$ cat config.mk
export PLATFORM = sky130hd
export DESIGN_NAME = gray_decode_monitor
export DESIGN_NICKNAME = d
export VERILOG_FILES = /design/src/rtl/gray_decode_monitor.sv
export SDC_FILE = /design/constraint.sdc
export NUM_CORES = 1
export LEC_CHECK = 0
export CORE_ASPECT_RATIO = 1.5
export CORE_MARGIN = 8
export CORE_UTILIZATION = 40
export DETAILED_ROUTE_END_ITERATION = 16
export PLACE_DENSITY = 0.79
export SYNTH_ARGS = -nofsm -noshare
export SYNTH_HDL_FRONTEND = slang
export SYNTH_SLANG_ARGS = --single-unit
$ cat constraint.sdc
create_clock -name clk -period 2.77 [get_ports clk]
set_clock_uncertainty 0.15 [all_clocks]
set_input_delay 0.554 -clock clk [delete_from_list [all_inputs] [get_ports clk]]
set_output_delay 0.554 -clock clk [all_outputs]
set_load 0.03 [all_outputs]
$ cat src/rtl/gray_decode_monitor.sv
// Gray-code stream consumer: registers the binary decode of each accepted code,
// flags any accepted code that is not a single-bit Gray step from the previous
// one, reports the count direction, and keeps a saturating illegal-step count.
module gray_decode_monitor #(
  parameter int WIDTH = 4,
  parameter int ERR_W = 8
) (
  input  logic             clk,
  input  logic             rst,
  input  logic             in_valid,
  output logic             in_ready,
  input  logic [WIDTH-1:0] in_gray,
  input  logic             clr,
  output logic             out_valid,
  input  logic             out_ready,
  output logic [WIDTH-1:0] out_bin,
  output logic             out_step_err,
  output logic             out_dir,
  output logic [ERR_W-1:0] err_count
);

  localparam logic [ERR_W-1:0] ERR_MAX = '1;

  logic [WIDTH-1:0] prev_gray;
  logic             have_prev;
  logic [WIDTH-1:0] in_bin;
  logic [WIDTH-1:0] prev_bin;
  logic [WIDTH-1:0] diff;
  logic             accept;
  logic             first_code;
  logic             one_bit_step;
  logic             step_up;
  logic             step_err;
  logic             step_dir;

  // Each binary bit is the XOR of all Gray bits at or above it; a reduction per
  // bit avoids a bit-to-bit dependency chain inside one vector.
  genvar gi;
  generate
    for (gi = 0; gi < WIDTH; gi++) begin : g_decode
      assign in_bin[gi]   = ^in_gray[WIDTH-1:gi];
      assign prev_bin[gi] = ^prev_gray[WIDTH-1:gi];
    end
  endgenerate

  assign in_ready = !out_valid || out_ready;
  assign accept   = in_valid && in_ready;

  // A clear in the accept cycle makes the incoming code a fresh first code.
  assign first_code   = !have_prev || clr;
  assign diff         = in_gray ^ prev_gray;
  assign one_bit_step = (diff != '0) && ((diff & (diff - WIDTH'(1))) == '0);
  // Both sides are WIDTH bits wide, so the +1 wraps from the maximum code to 0.
  assign step_up      = (in_bin == prev_bin + WIDTH'(1));
  assign step_err     = !first_code && !one_bit_step;
  assign step_dir     = !first_code && one_bit_step && step_up;

  // Output register: load on accept, drop valid once the result is taken.
  always_ff @(posedge clk) begin
    if (rst) begin
      out_valid    <= 1'b0;
      out_bin      <= '0;
      out_step_err <= 1'b0;
      out_dir      <= 1'b0;
    end else if (accept) begin
      out_valid    <= 1'b1;
      out_bin      <= in_bin;
      out_step_err <= step_err;
      out_dir      <= step_dir;
    end else if (out_valid && out_ready) begin
      out_valid    <= 1'b0;
    end
  end

  // Step history: follows accepted codes only; clear forgets the history.
  always_ff @(posedge clk) begin
    if (rst) begin
      prev_gray <= '0;
      have_prev <= 1'b0;
    end else if (accept) begin
      prev_gray <= in_gray;
      have_prev <= 1'b1;
    end else if (clr) begin
      have_prev <= 1'b0;
    end
  end

  // Illegal-step counter, saturating at all ones.
  always_ff @(posedge clk) begin
    if (rst || clr) begin
      err_count <= '0;
    end else if (accept && step_err && (err_count != ERR_MAX)) begin
      err_count <= err_count + ERR_W'(1);
    end
  end

endmodule

* After elaboration in Yosys (flattened, before gate mapping)
Cells that the tools add are included.
Word-level totals: register bits after elaboration 20, bits in latches 0, bits in writable memories 0, ROM bits 0, input port bits 9, output and inout port bits 16, logic and storage cells 43, memories 0
Operators by class: add/sub/neg operators 3, multipliers 0, divide/modulo/power cells 0, magnitude comparators 0, eq/ne operators 2, shift-type cells 0, mux-type cells 4, bitwise gates (word level) 2, reduce and logical (&&, ||, !) cells 25
Operators by type and width (number):
- $add 8x1->8 const B | 1
- $logic_and 1x1->1 | 8
- $ne 8x8->1 const B | 1
- $reduce_xor 4->1 | 2
- $reduce_xor 3->1 | 2
- $add 4x1->4 const B | 1
- $and 4x4->4 | 1
- $eq 4x4->1 | 1
- $logic_not 1->1 | 4
- $logic_not 4->1 | 1
- $mux 1 | 4
- $reduce_bool 2->1 | 2
- $reduce_bool 4->1 | 1
- $reduce_xor 2->1 | 2
- $sub 4x1->4 const B | 1
- $xor 4x4->4 | 1
- $logic_or 1x1->1 | 3

* Longest topological paths before layout
Gate-level depths: netlist of run 1.
depth in word-level cells 9, mapped depth 6, depth with buffers taken out 6

* Least setup slack after synthesis of run 1
No wires, ideal clock.
path kind in2reg, from in out_ready, to reg out_dir, data arrival time 2.083 ns, data required time 2.536 ns, path slack 0.452 ns, cell stages on the path 5, buffers on the path 1, cells stage by stage nand2b_1 -> or3b_1 -> clkbuf_1 -> or4_1 -> o31ai_2
On the way: longest elaborated chain between the ends 2
Ends and longest elaborated chain:
- from (decl) | RTL line 15 | input logic out_ready,
- $logic_or 1x1->1 | RTL line 46 | assign in_ready = !out_valid || out_ready;
- $logic_and 1x1->1 | RTL line 47 | assign accept = in_valid && in_ready;
- to (signal assigned) | RTL line 69 | out_dir <= step_dir;
- to (decl) | RTL line 18 | output logic out_dir,
No other way between the ends. A chain may end at the register's enable or synchronous reset.

* Worst setup path after layout of run 1
from in out_ready, to out in_ready
On the way: longest elaborated chain between the ends 1
Ends and longest elaborated chain:
- $logic_or 1x1->1 | RTL line 46
- to (decl) | RTL line 11 | output logic in_ready,
No other way between the ends.

==> impl_metrics.json, run 1 <==
{
  "syn_area_per_cell_um2": 8.18,
  "final_cell_area_um2": 1290,
  "fp-row-count": 22,
  "synth-warning-count": 0,
  "seqPwrFrac_pct": 51.8,
  "p_sw_mw": 0.163,
  "grt_pass1_vias": 917,
  "synthTopCellsByCount": "nand2_1, dfxtp_1, nor2_1",
  "portBuffers": 24,
  "cts_made_buffers": 3,
  "fmax_mhz": 391,
  "start_util_pct": 41.5,
  "yosys_register_bits": 19,
  "nets": 159,
  "post_cts_buffers": 0,
  "drcViolationCount": 0,
  "hold_ws_ns": 0.343,
  "synthToLayoutAreaGrowth_pct": 28.7,
  "worst_slack_ns": 0.213,
  "hpwlAfterDp_um": 1740,
  "ios": 25,
  "syn_nets": 133,
  "min_path_type": "reg2reg",
  "p_comb_share_pct": 23.9,
  "place_ws_ns": 0.115,
  "startpoint_type": "primary input",
  "synthesis.area_um2": 1010,
  "cp_common_cell": "clkdlybuf4s50_1",
  "crit_type": "in2out",
  "fin_cells": 172,
  "end_kind": "output port",
  "track_usage_pct": 10.2,
  "wire_per_inst_um": 13.1,
  "final_util_pct": 53.5,
  "cts-htree-levels": 1,
  "core_area_um2": 2420,
  "peakVddDrop_mv": 0.205,
  "grt_overflow": 0,
  "setup_viol": 0,
  "vias": 952,
  "synth_top_area_cell": "dfxtp_1",
  "antenna_cells": 0,
  "viasPerCell": 5.53,
  "antenna_left": 0,
  "cts_buffer_depth": 2,
  "critPathArrivalTime_ns": 1.85,
  "worstMarginPinSlew_ns": 0.541,
  "crit_fanout": 5,
  "fill_cells": 238,
  "outcome": "finished clean",
  "die_w_um": 56.9,
  "routabilityCongestion": 0.911,
  "die_h_um": 77.4,
  "p_sw_share_pct": 29.0,
  "power_density_nw_per_um2": 433,
  "yosys-top-cells-area": "dfxtp_1, nand2_1, xnor2_1, a21oi_1, nor2_1",
  "crit_family": "buffers and inverters",
  "cap_violations": 0,
  "crit_chain": "clkdlybuf4s50_1, nand2b_1, clkdlybuf4s50_1",
  "die-area_um2": 4410,
  "cts_resized": 0,
  "insertion_delay_ns": 0.29,
  "relSlewSlack_pct": 63.8,
  "hold_violations": 0,
  "yosysSeqAreaShare_pct": 37.8,
  "async_flop_share_pct": 0,
  "cp_num_buf_inv": 2,
  "firstDrtPassIters": 4,
  "place_area_um2": 1270,
  "clockPowerShare_pct": 24.3,
  "crit_slowest_cell": "clkdlybuf4s50_1",
  "crit_path_max_incr_delay_ns": 0.70,
  "period_minus_slack_ns": 2.56,
  "antenna_found_initial": 0,
  "critPathRequiredTime_ns": 2.07,
  "wl_um": 2250,
  "cts_tree": "built",
  "slew_violations": 0,
  "synth_cell_type_count": 34,
  "synth.top_cell.area_share_pct": 37.8,
  "hold_buffers": 0,
  "totalPowerFinal_mw": 0.561,
  "clkSinkCount": 19,
  "clk_pin_slew_ns": 0.10,
  "yosysMostFrequentCell": "nand2_1",
  "drt_iter0_drc": 10,
  "cts_root_buf": "clkbuf_4",
  "grt_setup_unrepaired": "false",
  "grt_max_degree": 16,
  "syn_inst": 123,
  "dp_cells": 168,
  "min_period_over_period_pct": 92.3,
  "synth_edf_count": 0,
  "drive_gt1_share_pct": 9.46,
  "setup-tns-final_ns": 0,
  "p_int_mw": 0.398,
  "grt_first_pass_wirelength_um": 3960,
  "p_leak_nw": 0.492,
  "synthFlopType": "dfxtp_1",
  "rrSetupSlack_ns": 0.86
}
[cell usage in the layout (no fill, tap or decap), types with 4 or more instances in the layout]
cell              n
a31o_2            4
nor3_1            4
clkdlybuf4s50_1  24
a21oi_1          13
nor2_1           15
nand3_1           4
dfxtp_1          19
nand2_1          20
xnor2_1           8
[final cells by class]
cell class	count	area, um2	share of cell area, %
Sequential cell	19	380	29.4
Inverter	1	3.75	0.290
Multi-Input combinational cell	97	592	45.7
Tap cell	24	30.0	2.32
Clock buffer	4	26.3	2.03
Timing Repair Buffer	27	263	20.3
[worst min-delay path: stages (launching register included)]
cell	delay (ns)
dfxtp_1	0.34
nand2_1	0.06
a21oi_1	0.05
[power groups by stage]
stage          Sequential, mW  Combinational [mW]  Clock [mW]
3_3_place_gp            0.296               0.131           0
2_1_floorplan           0.307              0.0782           0
6_report                0.291               0.134       0.136
4_1_cts                 0.291               0.135       0.144
5_1_grt                 0.292               0.146       0.151
3_5_place_dp            0.297               0.133           0
[registers in the layout, indices dropped and copies added, names as in the netlist]
name,cells
out_step_err,1
prev_gray,3
err_count,8
have_prev,1
out_dir,1
out_bin,4
out_valid,1
[metal layers]
layer	share of wire, %	track usage (%)
met5	0	0
met4	1.3	4.01
met3	5.7	2.77
met2	49	17.3
met1	44	11.6
[logic make-up (layout without fill, tap and decap cells)]
kind of cell	after synthesis	count (layout)	synth area share, %
AO/OA/AOI/OAI	25	25	16.4
AND/OR/NAND/NOR	55	55	25.4
flip-flops	19	19	37.8
buffers and inverters	7	32	3.36
multiplexers	3	3	2.99
adder cells (fa/ha/maj)	1	1	1.24
XOR/XNOR	13	13	12.8
[worst paths after layout]
path,start,endpoint,depth (start not counted)
worst min register to register,prev_gray[1],prev_gray[1],2
worst max register to register,out_valid,err_count[5],5
worst min-delay path,prev_gray[1],prev_gray[1],2
worst max-delay path,out_ready,in_ready,3
Note: power is estimated with default switching activity, not from simulation.
==> run 2, diff against run 1 <==
--- a/config.mk
+++ b/config.mk
@@ -10,6 +10,7 @@
 export CORE_UTILIZATION = 40
 export DETAILED_ROUTE_END_ITERATION = 16
 export PLACE_DENSITY = 0.79
+export REMOVE_ABC_BUFFERS = 1
 export SYNTH_ARGS = -nofsm -noshare
 export SYNTH_HDL_FRONTEND = slang
 export SYNTH_SLANG_ARGS = --single-unit
==> run 2 against run 1 <==
Net effect:
- non-clock buffer count is the same
- critical endpoint unchanged
- design area barely moved
- maximum frequency decreased by 1.1%
- core utilization increased by 0.052 points
- sequential power about the same
==> impl_metrics.json, run 2 (synthesized netlist as in run 1, its figures left out) <==
{
  "grt_overflow": 0,
  "min_period_over_period_pct": 93.3,
  "place_ws_ns": 0.0953,
  "startpoint_type": "primary input",
  "crit_fanout": 5,
  "die-area_um2": 4410,
  "start_util_pct": 41.5,
  "vias": 955,
  "insertion_delay_ns": 0.30,
  "r2r-end": "out_dir",
  "cts_made_buffers": 3,
  "hold_buffers": 0,
  "grt_first_pass_wirelength_um": 4170,
  "firstDrtPassIters": 4,
  "fill_cells": 232,
  "setup_viol": 0,
  "post_cts_buffers": 0,
  "cts_tree": "built",
  "routabilityCongestion": 0.890,
  "viasPerCell": 5.55,
  "wl_um": 2350,
  "nets": 159,
  "die_h_um": 77.4,
  "worst_r2r_path_depth": 4,
  "min_path_type": "reg2reg",
  "grt_max_degree": 16,
  "drt_iter0_drc": 26,
  "r2r_start": "out_valid",
  "cts_buffer_depth": 2,
  "fp-row-count": 22,
  "die_w_um": 56.9,
  "period_minus_slack_ns": 2.59,
  "registers.top_by_ff_count": "err_count",
  "final_cell_area_um2": 1300,
  "p_leak_nw": 0.495,
  "place_area_um2": 1270,
  "worst_slack_ns": 0.184,
  "setup.worst_path.end": "in_ready",
  "core_area_um2": 2420,
  "portBuffers": 24,
  "cts-htree-levels": 1,
  "drive_gt1_share_pct": 10.1,
  "clkSinkCount": 19,
  "antenna_found_initial": 0,
  "end_kind": "output port",
  "drcViolationCount": 0,
  "wire_per_inst_um": 13.7,
  "hpwlAfterDp_um": 1850,
  "peakVddDrop_mv": 0.318,
  "critPathArrivalTime_ns": 1.88,
  "grt_setup_unrepaired": "false",
  "cp_common_cell": "clkdlybuf4s50_1",
  "cts_root_buf": "clkbuf_4",
  "grt_pass1_vias": 962,
  "crit_slowest_cell": "clkdlybuf4s50_1",
  "final_cell_mix": "clkdlybuf4s50_1, nand2_1, dfxtp_1",
  "power_density_nw_per_um2": 438,
  "reg_top3": "err_count x8, out_bin x4, prev_gray x3",
  "cts_resized": 0,
  "outcome": "finished clean",
  "synthToLayoutAreaGrowth_pct": 28.9,
  "antenna_left": 0,
  "ios": 25,
  "largest_register_ff_count": 8,
  "relSlewSlack_pct": 65.0,
  "crit_path_max_incr_delay_ns": 0.70,
  "crit_chain": "clkdlybuf4s50_1, nand2b_1, clkdlybuf4s50_1",
  "track_usage_pct": 11.2,
  "final_common_cell": "clkdlybuf4s50_1",
  "worstMarginPinSlew_ns": 0.523,
  "slew_violations": 0,
  "critPathRequiredTime_ns": 2.07,
  "crit_type": "in2out",
  "clk_pin_slew_ns": 0.12,
  "antenna_cells": 0,
  "crit_start": "out_ready",
  "cap_violations": 0,
  "rrSetupSlack_ns": 0.82,
  "totalPowerFinal_mw": 0.568,
  "setup-tns-final_ns": 0,
  "hold_violations": 0,
  "fmax_mhz": 387
}
## run 2: critical path, delay by kind of cell
| family | cells | cell delay (ns) |
|---|---|---|
| simple gates | 1 | 0.17 |
| buf+inv | 2 | 1.15 |
## run 2: worst min-delay path by stage
| stage | startpoint | to | slack [ns] | cells past startpoint |
|---|---|---|---|---|
| finish | prev_gray[1] | prev_gray[1] | 0.34 | 2 |
| global route | prev_gray[1] | prev_gray[1] | 0.38 | 2 |
| CTS | prev_gray[1] | prev_gray[1] | 0.35 | 2 |
| detailed placement | prev_gray[1] | prev_gray[1] | 0.33 | 2 |
| global placement | prev_gray[1] | prev_gray[1] | 0.32 | 2 |
| floorplan | prev_gray[1] | prev_gray[1] | 0.31 | 2 |
## run 2: layer usage
metal / share of wire [%] / track usage (%) / up-vias
met3: 7.4 / 3.91 / 4
met4: 1.4 / 5.66 / 0
met2: 52 / 19.4 / 36
met1: 39 / 11.4 / 438
li1: - / - / 477
met5: 0 / 0 / -
## run 2: metrics by stage
stage / hold WS [ns] / utilization [%] / cells
after floorplan: 0.306 / - / 117
after global placement: 0.323 / 52.4 / 168
after detailed placement: 0.329 / 52.4 / 168
after CTS: 0.346 / 53.5 / 172
after global routing: 0.380 / 53.5 / 172
final: 0.345 / 53.5 / 172
## run 2: report_power, final
part | internal (mW) | switching [mW] | total [mW]
clock | 0.0539 | 0.0892 | 0.143
combinational | 0.0591 | 0.0750 | 0.134
sequential | 0.283 | 0.00754 | 0.291
## run 2: final cells by class
| class | count | area, um2 | area share [%] |
|---|---|---|---|
| multi-input combinational | 97 | 592 | 45.7 |
| timing repair buffer | 27 | 263 | 20.3 |
| clock inverter | 1 | 5.00 | 0.386 |
| clock buffer | 3 | 22.5 | 1.74 |
| sequential | 19 | 380 | 29.3 |
| inverter | 1 | 3.75 | 0.290 |
| tap | 24 | 30.0 | 2.32 |
